===== config.mk =====
export PLATFORM = sky130hd
export DESIGN_NAME = ship_placement
export DESIGN_NICKNAME = d
export VERILOG_FILES = /design/src/rtl/ship_placement.sv
export SDC_FILE = /design/constraint.sdc
export NUM_CORES = 1
export LEC_CHECK = 0
export CORE_ASPECT_RATIO = 2
export CORE_MARGIN = 8
export CORE_UTILIZATION = 35
export DETAILED_ROUTE_END_ITERATION = 7
export PLACE_DENSITY = 0.58
export SYNTH_ARGS = -nofsm -noshare
export SYNTH_HDL_FRONTEND = slang
export SYNTH_SLANG_ARGS = --single-unit

===== constraint.sdc =====
create_clock -name clk -period 3 [get_ports clk]
set_input_delay 0.6 -clock clk [delete_from_list [all_inputs] [get_ports clk]]
set_output_delay 0.6 -clock clk [all_outputs]
set_load 0.02 [all_outputs]

===== src/rtl/ship_placement.sv =====
// ship_placement: records player ships from the cursor, then fills the CPU map from an LFSR; SHIP_PLACEMENT_UNDO_EN adds an undo input
module ship_placement #(
  parameter int          NUM_SHIPS = 4,
  parameter logic [15:0] LFSR_SEED = 16'hACE1
) (
  input  logic        clk,
  input  logic        rst,
  input  logic        phase,
  input  logic        confirm,
`ifdef SHIP_PLACEMENT_UNDO_EN
  input  logic        undo,
`endif
  input  logic [3:0]  an,
  input  logic [7:0]  seg,
  output logic [27:0] pships,
  output logic [27:0] cships,
  output logic [2:0]  ship_count,
  output logic        reject,
  output logic        place_done
);
  typedef enum logic [1:0] {IDLE, PLAYER, CPU_GEN, DONE} state_t;
  state_t state, state_n;
  logic [15:0] lfsr;
  logic conf_q, c_edge, u_edge, clr, valid, occ, do_place, rej, cpu_ok;
  logic [6:0] low;
  logic [1:0] digit;
  logic [2:0] k, cpu_cnt;
  logic [4:0] idx, cand;
  logic [31:0] cx;
  assign c_edge = confirm & ~conf_q;
`ifdef SHIP_PLACEMENT_UNDO_EN
  logic undo_q, do_undo;
  logic [2:0] tp;
  logic [4:0] top;
  logic [NUM_SHIPS*5-1:0] stk;
  assign u_edge = undo & ~undo_q;
  assign tp = ship_count - 3'd1;
  assign top = stk[5*tp +: 5];
  assign do_undo = !clr && state == PLAYER && u_edge && ship_count != 3'd0;
`else
  assign u_edge = 1'b0;
`endif
  always_comb begin
    low = ~seg[6:0];
    digit = an == 4'b1110 ? 2'd0 : an == 4'b1101 ? 2'd1 : an == 4'b1011 ? 2'd2 : 2'd3;
    k = low[0] ? 3'd0 : low[1] ? 3'd1 : low[2] ? 3'd2 : low[3] ? 3'd3 :
        low[4] ? 3'd4 : low[5] ? 3'd5 : 3'd6;
    idx = 5'(digit) * 5'd7 + 5'(k);
    valid = (an inside {4'b1110, 4'b1101, 4'b1011, 4'b0111}) && seg[7] &&
            low != 7'd0 && (low & (low - 7'd1)) == 7'd0;
    occ = pships[idx];
    cand = lfsr[4:0];
    cx = {4'd0, cships};
    clr = state != IDLE && !phase;
    do_place = !clr && state == PLAYER && c_edge && !u_edge && valid && !occ;
    rej = !clr && state == PLAYER && (u_edge ? ship_count == 3'd0 : c_edge && !(valid && !occ));
    cpu_ok = !clr && state == CPU_GEN && cand < 5'd28 && !cx[cand];
    state_n = clr ? IDLE : state;
    if (!clr)
      case (state)
        IDLE:    state_n = phase ? PLAYER : IDLE;
        PLAYER:  state_n = do_place && ship_count == 3'(NUM_SHIPS - 1) ? CPU_GEN : PLAYER;
        CPU_GEN: state_n = cpu_ok && cpu_cnt == 3'(NUM_SHIPS - 1) ? DONE : CPU_GEN;
        default: state_n = DONE;
      endcase
  end
  always_ff @(posedge clk or negedge rst)
    if (!rst) state <= IDLE;
    else state <= state_n;
  // the LFSR free-runs in every state so the CPU layout depends on player timing
  always_ff @(posedge clk or negedge rst)
    if (!rst) begin
      lfsr <= LFSR_SEED;
      conf_q <= 1'b0;
      pships <= '0;
      cships <= '0;
      ship_count <= '0;
      cpu_cnt <= '0;
      reject <= 1'b0;
      place_done <= 1'b0;
`ifdef SHIP_PLACEMENT_UNDO_EN
      undo_q <= 1'b0;
      stk <= '0;
`endif
    end else begin
      lfsr <= {lfsr[14:0], lfsr[15] ^ lfsr[13] ^ lfsr[12] ^ lfsr[10]};
      conf_q <= confirm;
      reject <= rej;
`ifdef SHIP_PLACEMENT_UNDO_EN
      undo_q <= undo;
      if (do_place) stk[5*ship_count +: 5] <= idx;
      if (do_undo) begin
        pships <= pships & ~(28'd1 << top);
        ship_count <= ship_count - 3'd1;
      end
`endif
      if (clr) begin
        pships <= '0;
        cships <= '0;
        ship_count <= '0;
        cpu_cnt <= '0;
        place_done <= 1'b0;
      end else begin
        if (do_place) begin
          pships <= pships | (28'd1 << idx);
          ship_count <= ship_count + 3'd1;
        end
        if (cpu_ok) begin
          cships <= cships | (28'd1 << cand);
          cpu_cnt <= cpu_cnt + 3'd1;
        end
        if (state == CPU_GEN && state_n == DONE) place_done <= 1'b1;
      end
    end
endmodule


* After elaboration in Yosys (flattened, before gate mapping) *
Cells that the tools add are included.

storage, ports and cells
  flip-flop bits (word level) = 83

cells by class
  add/subtract/negate cells = 4
  $mul = 1
  $lt $le $gt $ge = 3
  eq/ne operators = 9
  shift operators = 2
  multiplexer cells = 28
  bitwise logic cells = 9
  reductions and logical operators = 30

operators with widths
  kind                                                                   count
  28-bit two-way mux                                                     4
  28-bit bitwise OR                                                      2
  1-bit by 5-bit left shift with 28-bit output (first input constant)    2
  3-bit two-way mux                                                      8
  1-bit logical AND                                                      17
  4-bit == test (second input constant)                                  3
  5-bit by 6-bit < comparator with 1-bit output (second input constant)  2
  2-bit two-way mux                                                      6
  1-bit binary-select mux with 5-bit select                              2
  2-bit nonzero test                                                     4
  7-bit AND                                                              1
  7-bit logical NOT                                                      1
  1-bit two-way mux                                                      7
  7-bit NOT                                                              1
  7-bit nonzero test                                                     1
  7-bit by 1-bit subtractor with 7-bit output (second input constant)    1
  3-bit by 1-bit adder with 3-bit output (second input constant)         2
  3-bit by 2-bit == test with 1-bit output (second input constant)       2
  2-bit one-hot mux with 3 select lines                                  1
  5-bit by 3-bit adder with 5-bit output                                 1
  1-bit logical NOT                                                      5
  5-bit < comparator (second input constant)                             1
  2-bit by 3-bit multiplier with 5-bit output (second input constant)    1
  2-bit == test (second input constant)                                  2
  7 further kinds                                                        9

* Depth between registers and ports, before layout *
Gate-level depths: netlist of run 1.

  word-level depth = 20
  gate-level depth with buffers = 13
  gate-level depth less buffers = 12

* Least setup slack after synthesis of run 1 *
Ideal clock, no wire load.

  kind = input port to flip-flop
  start = in an[0]
  end = reg pships[24]
  library setup time = 0.092 ns
  arrival time = 3.673 ns
  required time = 2.908 ns
  path slack = -0.765 ns
  stages on the path = 11
  cells stage by stage = xor2_1 -> and3_1 -> inv_1 -> fa_1 -> ha_1 -> fa_1 -> xor2_1 -> mux2_2 -> a211oi_4 -> nand4_2 -> o31ai_2

between the ends
  cells in the longest elaborated chain, start to end = 11
  elaborated cells on any way between the ends = 23
  those cells by class = add/sub: 1; mul: 1; eq/ne: 4; shift: 1; mux: 7; bitwise: 1; reduce/logical: 8

RTL lines
  what                                         line    source
  start: declaration                           13      input logic [3:0] an,
  4-bit == test                                45, 49
  1-bit two-way mux                            45      digit = an == 4'b1110 ? 2'd0 : an == 4'b1101 ? 2'd1 : an == 4'b1011 ? 2'd2 : 2'd3;
  2-bit two-way mux (2 in series)              45
  2-bit by 3-bit multiplier with 5-bit output  48      idx = 5'(digit) * 5'd7 + 5'(k);
  5-bit by 3-bit adder with 5-bit output       48
  1-bit binary-select mux with 5-bit select    51      occ = pships[idx];
  1-bit two-way mux (not written as such)      51
  1-bit logical NOT                            55      do_place = !clr && state == PLAYER && c_edge && !u_edge && valid && !occ;
  1-bit logical AND                            55
  2-bit nonzero test (no line)                 -
  end signal: assignment                       105     pships <= pships | (28'd1 << idx);
  end: declaration                             15      output logic [27:0] pships,

Parallel ways exist; a longest one is shown, timed or not. The select of a mux whose other input is x is not followed.
A chain may end at the register's enable or synchronous reset.

* Worst setup path after layout of run 1 *
  start = in seg[3]
  end = reg ship_count[1]

between the ends
  cells in the longest elaborated chain, start to end = 11
  elaborated cells on any way between the ends = 18
  those cells by class = add/sub: 2; mux: 6; bitwise: 2; reduce/logical: 8

RTL lines
  what                                       line  source
  start: declaration                         14    input logic [7:0] seg,
  7-bit NOT *                                44    low = ~seg[6:0];
  3-bit two-way mux (4 in series)            46    k = low[0] ? 3'd0 : low[1] ? 3'd1 : low[2] ? 3'd2 : low[3] ? 3'd3 :
  5-bit by 3-bit adder with 5-bit output     48
  1-bit binary-select mux with 5-bit select  51
  1-bit two-way mux (not written as such)    51
  1-bit logical NOT                          55
  1-bit logical AND *                        55
  2-bit nonzero test (no line) *             -
  end signal: assignment                     106   ship_count <= ship_count + 3'd1;
  end: declaration                           17    output logic [2:0] ship_count,

Every way passes the cells marked *; elsewhere a longest branch is shown, timed or not. The select of a mux whose other input is x is not followed.

==> impl_metrics.ini, run 1 <==
[yosys]
sequential_fraction_of_the_synthesis_area_pct = 50.8
yosys_cell_types = 53
synth_top_cells_by_count = sky130_fd_sc_hd__nand2_1, sky130_fd_sc_hd__dfrtp_1, sky130_fd_sc_hd__o31ai_1
ys_async_sr_fraction_pct = 100
synth_largest_type_area_fraction_pct = 45.7
yosysTopAreaCell = sky130_fd_sc_hd__dfrtp_1
yosysWarningCount = 0
synthTopCellsByArea = sky130_fd_sc_hd__dfrtp_1, sky130_fd_sc_hd__nand2_1, sky130_fd_sc_hd__mux4_2, sky130_fd_sc_hd__dfstp_2, sky130_fd_sc_hd__o31ai_1
yosys.cell_count.top_type = sky130_fd_sc_hd__nand2_1
number_of_enable_flip_flop_cells_after_synthesis = 0
synth.ff_latch_count = 83
avgSynthCellArea_um2 = 10.8
syn-cell-area_um2 = 4110
postSynthNetCount = 408
ys_dominant_reg_cell = sky130_fd_sc_hd__dfrtp_1
number_of_standard_cells_after_synthesis = 381

[die]
core_um2 = 11600
fp-row-count = 56
die-area_um2 = 15700
horiz_die_dim_um = 92.6
die_height_um = 169
pin_count = 77
floorplan.initialDensity_pct = 35.5

[power_and_ir_drop]
power_switching_mw = 0.678
intPower_mw = 2.03
share_of_total_power_in_the_clock_network_pct = 44.8
p_seq_share_pct = 41.5
p_comb_share_pct = 13.7
cellLeakagePower_nw = 2.41
maximum_vdd_drop_mv = 0.362
switching_share_pct = 25.1
powerDensity_nw_per_um2 = 474

[timing]
final_period_util_pct = 107
min_period_ns = 3.21
slew_viol_final = 0
timing.clock.skew_ns = 0.0116
layout_setup_ws_ns = -0.212
hold_viol_final = 0
tightest_slew_ns = 0.623
fin_hold_ws_ns = 0.283
grt_setup_unrepaired = yes
finalSetupViolCount = 30
maxClockFrequency_mhz = 311
timing.max_slew.rel_slack_pct = 58.5

[setup_path]
cpLargestDelayFamily = adder cells
timing.critical_path.buf_inv = 2
timing.critical_path.from_type = input pin
critical_path_class = input pin to register
worst-endpoint-arrival_ns = 3.43
crit_path_max_fanout = 5
critPathMaxStageDelay_ns = 0.50
reg2reg_from = lfsr[0]
cp_data_required_time_ns = 3.22
worstRegToRegCells = 6
end_of_the_worst_register_to_register_path = cships[0]
endpoint_kind = register
critical_path.most_common_cell = sky130_fd_sc_hd__fa_2
timing.critical_path.slowest_stage_cell = sky130_fd_sc_hd__fa_2
path_cells = dlygate4sd2_1, a31oi_4, fa_2, ha_4, fa_2, xor2_4, mux2_4, a211oi_4, buf_4, o211ai_4, mux2i_1
r2r_setup_slack_ns = 0.50

[cells_and_area]
final_nets = 515
post_route_cells_drive_above_1_share_pct = 23.5
syn_to_final_growth_pct = 38.9
insertedDiodeCount = 0

[routing]
dr.first_iter.drc_count = 232
route.final.wire_length_mm = 11.1
drt-vias-per-instance = 5.24
route.vias.total = 3346
wire_per_inst_um = 17.3
detailedRoute.firstPassIterationCount = 4
post-route-drc-count = 0
route.antenna.remaining_nets = 0

[cts]
tritoncts.num_buffers = 9
cts_root_buf = sky130_fd_sc_hd__clkbuf_16
clkLatencyLatePin_ns = 0.34
clockBufferDepth = 2
cts_hold_buf = 0
cts_num_sinks = 83
tritoncts_clock_tree = built
cts_clk_pin_slew_worst_paths_ns = 0.07
htree_num_levels = 3

[place]
numPortBuffers = 76
dp_slack_ns = -1.05
hpwl_mm = 8.03
place.gp.congestion = 0.805

[flow_run]
max-cap-violations = 0

[global_route]
grt_antenna_before_repair = 0
grt-ovfl-total = 0
vias_in_the_first_global_route = 3436
largest_net_degree_at_the_start_of_global_routing = 50
grt_pass1_wl_mm = 17.8
groute.usage.overall_pct = 14.5

[run_status]
outcome = finished, violations left
failing_checks = negative setup slack

[hold_path]
min-delay-path-class = input pin to asynchronous set/reset pin
==> per-stage QoR <==
step	util, %	instance area (um^2)	std cells	setup TNS [ns]	power (mW)
finish	49.4	5710	638	-3.61	2.70
global route	49.4	5710	638	-7.39	2.81
CTS	48.8	5640	636	-3.05	2.72
detailed placement	45.6	5270	618	-31.57	1.49
global placement	45.6	5270	618	-29.11	1.49
floorplan	-	4150	381	-7.14	1.33
==> registers in the layout, indices dropped and copies added, names as in the netlist <==
signal	count
cpu_cnt	3
reject	1
conf_q	1
place_done	1
ship_count	3
pships	28
lfsr	16
state	2
cships	28
==> cell usage in the layout (no fill, tap or decap), drive strengths merged, types with 4 or more instances in the layout <==
cell type / instances
a21oi: 4
and3: 6
buf: 44
clkbuf: 11
clkdlybuf4s50: 65
dfrtp: 75
dfstp: 8
ha: 8
inv: 15
mux2i: 13
mux4: 12
nand2: 76
nand2b: 7
nand3: 8
nand3b: 4
nand4: 10
nor2: 12
nor2b: 4
nor3: 4
o21ai: 32
o31ai: 23
xor2: 5
==> final cells by class <==
type,count,area (um^2)
inverter,11,43.8
clock inverter,7,104
clock buffer,9,225
timing repair buffer,116,1060
sequential,83,2090
tap,145,181
fill,1090,5860
multi-input combinational,267,2010
==> worst max path at each step <==
stage / end / startpoint / slack (ns) / cells past startpoint
2_1_floorplan: pships[24] / an[0] / -0.39 / 11
3_3_place_gp: state[0] / an[0] / -0.97 / 12
3_5_place_dp: ship_count[1] / an[0] / -1.05 / 13
4_1_cts: pships[20] / an[2] / -0.21 / 12
5_1_grt: pships[20] / an[2] / -0.31 / 12
6_report: ship_count[1] / seg[3] / -0.21 / 11
==> timing repair <==
item / CTS / global route
cloned: 0 / 0
pin swaps: 25 / 13
buffers inserted: 2 / 2
gates resized for setup: 31 / 17
endpoints found under the setup margin: 34 / 34
==> cell families (layout without fill, tap and decap cells) <==
group,Yosys count,count (layout),synth area share [%]
fa+ha+maj,11,11,3.90
buf+inv,31,143,3.23
compound gates,82,82,14.1
flops,83,83,50.8
simple gates,138,138,15.6
mux,28,28,10.6
xor+xnor,8,8,1.71
==> routing by layer <==
metal	vias to the layer above	part of all wire [%]	wire [um]	track usage [%]
li1	1588	-	-	-
met1	1660	45	4930	18.3
met2	89	49	5400	23.1
met3	9	5.4	592	4.12
met4	0	1.2	129	5.16
met5	-	0	0	0
==> worst reg2reg max path: stages (launching register included) <==
cell	delay, ns
sky130_fd_sc_hd__dfstp_2	0.67
sky130_fd_sc_hd__mux4_2	0.56
sky130_fd_sc_hd__and3b_1	0.20
sky130_fd_sc_hd__a311oi_2	0.26
sky130_fd_sc_hd__a22oi_2	0.20
sky130_fd_sc_hd__buf_4	0.25
sky130_fd_sc_hd__o31ai_1	0.26
==> power by group through the flow <==
stage	Clock [mW]	Combinational [mW]	Sequential [mW]
finish	1.21	0.369	1.12
global route	1.28	0.404	1.12
CTS	1.24	0.355	1.12
detailed placement	0	0.346	1.14
global placement	0	0.345	1.14
floorplan	0	0.187	1.14
Power figures use the tool's default switching activity.
==> inputs of run 2 (changes only) <==
Settings changed: CORE_ASPECT_RATIO 2 to 1.75, CTS_BUF_LIST from default to sky130_fd_sc_hd__clkbuf_2, CTS_CLUSTER_DIAMETER from default to 60.
==> run 2 against run 1 <==
Effect of this change:
- the run still ends with negative setup slack left
- clock skew rose by 0.035 ns
- first-iteration DRC count fell by 47%
- die area fell by 0.47%
- register-to-register slack improved by 0.03 ns
- sequential cell count did not move
- worst setup slack improved by 0.18 ns
- combinational power rose by 15%
- final cell count fell by 0.78%
- sequential power barely moved
- critical endpoint is now ship_count[2]
- largest power group is now registers
- highest routed layer unchanged
==> impl_metrics.ini, run 2 (synthesized netlist as in run 1, its figures left out) <==
[cts]
cts_root_buf = sky130_fd_sc_hd__clkbuf_2
cts_hold_buf = 0
tritoncts_clock_tree = built
cts_num_sinks = 83
clockBufferDepth = 2
tritoncts.num_buffers = 9
clkLatencyLatePin_ns = 0.55
cts_clk_pin_slew_worst_paths_ns = 0.24
htree_num_levels = 3

[setup_path]
critPathLaunch = an[1]
worstRegToRegCells = 6
timing.critical_path.from_type = input pin
r2r_setup_slack_ns = 0.53
critical_path_class = input pin to register
endpoint_kind = register
worst-endpoint-arrival_ns = 3.49
end_of_the_worst_register_to_register_path = cships[14]
crit_path_end = ship_count[2]
crit_path_max_fanout = 5
cp_data_required_time_ns = 3.45
reg2reg_from = lfsr[0]

[cells_and_area]
syn_to_final_growth_pct = 35.3
layout_top_registers = cships x28, pships x28, lfsr x16
layout.core_utilization_pct = 48.3
mostFrequentLayoutCells = sky130_fd_sc_hd__nand2_1, sky130_fd_sc_hd__dfrtp_1, sky130_fd_sc_hd__clkdlybuf4s50_1
post_route_cells_drive_above_1_share_pct = 23.9
final_nets = 520
insertedDiodeCount = 0

[power_and_ir_drop]
p_comb_share_pct = 20.0
switching_share_pct = 31.5
power_switching_mw = 0.668
powerDensity_nw_per_um2 = 382
p_seq_share_pct = 53.0
maximum_vdd_drop_mv = 0.253
share_of_total_power_in_the_clock_network_pct = 27.0
power.total_mw = 2.12
intPower_mw = 1.46
cellLeakagePower_nw = 2.36

[timing]
tightest_slew_ns = 1.01
timing.max_slew.rel_slack_pct = 32.6
layout_setup_ws_ns = -0.0353
finalSetupViolCount = 4
final.setup.tns_ns = -0.0805
timing.clock.skew_ns = 0.0468
min_period_ns = 3.04
hold_viol_final = 0
final_period_util_pct = 101
grt_setup_unrepaired = yes
slew_viol_final = 0
maxClockFrequency_mhz = 329

[global_route]
groute.usage.overall_pct = 15.6
grt-ovfl-total = 0
vias_in_the_first_global_route = 3600
largest_net_degree_at_the_start_of_global_routing = 82
grt_pass1_wl_mm = 19.3
grt_antenna_before_repair = 0

[place]
place.gp.congestion = 0.892
hpwl_mm = 9.09
numPortBuffers = 76

[die]
die_height_um = 159
die-area_um2 = 15600
pin_count = 77
core_um2 = 11500
floorplan.initialDensity_pct = 35.7
horiz_die_dim_um = 97.9
fp-row-count = 52

[routing]
route.antenna.remaining_nets = 0
wire_per_inst_um = 19.2
post-route-drc-count = 0
drt-vias-per-instance = 5.35
detailedRoute.firstPassIterationCount = 4
route.vias.total = 3388
route.final.wire_length_mm = 12.2
dr.first_iter.drc_count = 123

[flow_run]
max-cap-violations = 0

[run_status]
failing_checks = negative setup slack
outcome = finished, violations left

[hold_path]
min-delay-path-class = input pin to asynchronous set/reset pin
[run 2: changes by cell type in the layout (fill, tap and decap cells not counted), sizes merged]
cell,delta
clkbuf,-2
bufinv,-2
clkinv,+1
buf,+5
clkdlybuf4s15,+2
inv,+1
[run 2: critical path, cell delays in order]
cell	delay [ns]
sky130_fd_sc_hd__buf_8	0.10
sky130_fd_sc_hd__xor2_2	0.15
sky130_fd_sc_hd__and3_4	0.22
sky130_fd_sc_hd__inv_4	0.04
sky130_fd_sc_hd__fa_1	0.51
sky130_fd_sc_hd__ha_4	0.19
sky130_fd_sc_hd__fa_2	0.43
sky130_fd_sc_hd__buf_4	0.16
sky130_fd_sc_hd__xnor2_2	0.20
sky130_fd_sc_hd__and3_4	0.24
sky130_fd_sc_hd__a211oi_4	0.05
sky130_fd_sc_hd__buf_6	0.14
sky130_fd_sc_hd__o211ai_4	0.24
sky130_fd_sc_hd__mux2i_1	0.21
[run 2: worst min path at each step]
stage / startpoint / to
after floorplan: rst / conf_q
after detailed placement: lfsr[8] / lfsr[9]
final: rst / cships[13]
after global routing: rst / pships[2]
after CTS: rst / pships[3]
after global placement: lfsr[14] / lfsr[15]
[run 2: power by group through the flow]
stage	logic [mW]	clock network, mW	registers (mW)
final	0.425	0.573	1.13
after global routing	0.456	0.645	1.13
after CTS	0.373	0.597	1.13
after detailed placement	0.356	0	1.14
after global placement	0.352	0	1.14
after floorplan	0.187	0	1.14
[run 2: final cells by class]
class	instances	area, um^2
Fill cell	1068	5960
Clock inverter	7	67.6
Inverter	11	46.3
Clock buffer	9	45.0
Multi-Input combinational cell	267	2020
Sequential cell	83	2090
Tap cell	135	169
Timing Repair Buffer	121	1120
[run 2: per-stage QoR]
step / hold WS (ns) / setup WS (ns) / std cells / area (um^2)
6_report: 0.191 / -0.0353 / 633 / 5560
5_1_grt: 0.200 / -0.0861 / 633 / 5560
4_1_cts: 0.180 / -0.0650 / 627 / 5420
3_5_place_dp: 0.335 / -1.09 / 607 / 5240
3_3_place_gp: 0.341 / -1.01 / 607 / 5240
2_1_floorplan: 0.304 / -0.391 / 381 / 4150
[run 2: metal layers]
layer / track usage, % / vias up / part of all wire [%]
li1: - / 1589 / -
met1: 15.7 / 1693 / 36
met2: 29.5 / 86 / 56
met3: 3.42 / 20 / 4.1
met4: 7.00 / 0 / 3.1
met5: 0 / - / 0
[run 2: repair_timing]
action	CTS	global route
setup endpoints to repair	34	29
endpoints found under the hold margin	0	0
buffers inserted	4	6
pin swaps	14	16
gates resized for setup	39	16
gates cloned	0	0
==> inputs of run 3 (changes only) <==
Settings changed: HOLD_SLACK_MARGIN from default to 0.02.
==> results of run 3 <==
The final DEF is identical to that of run 2; final timing and power are the same.
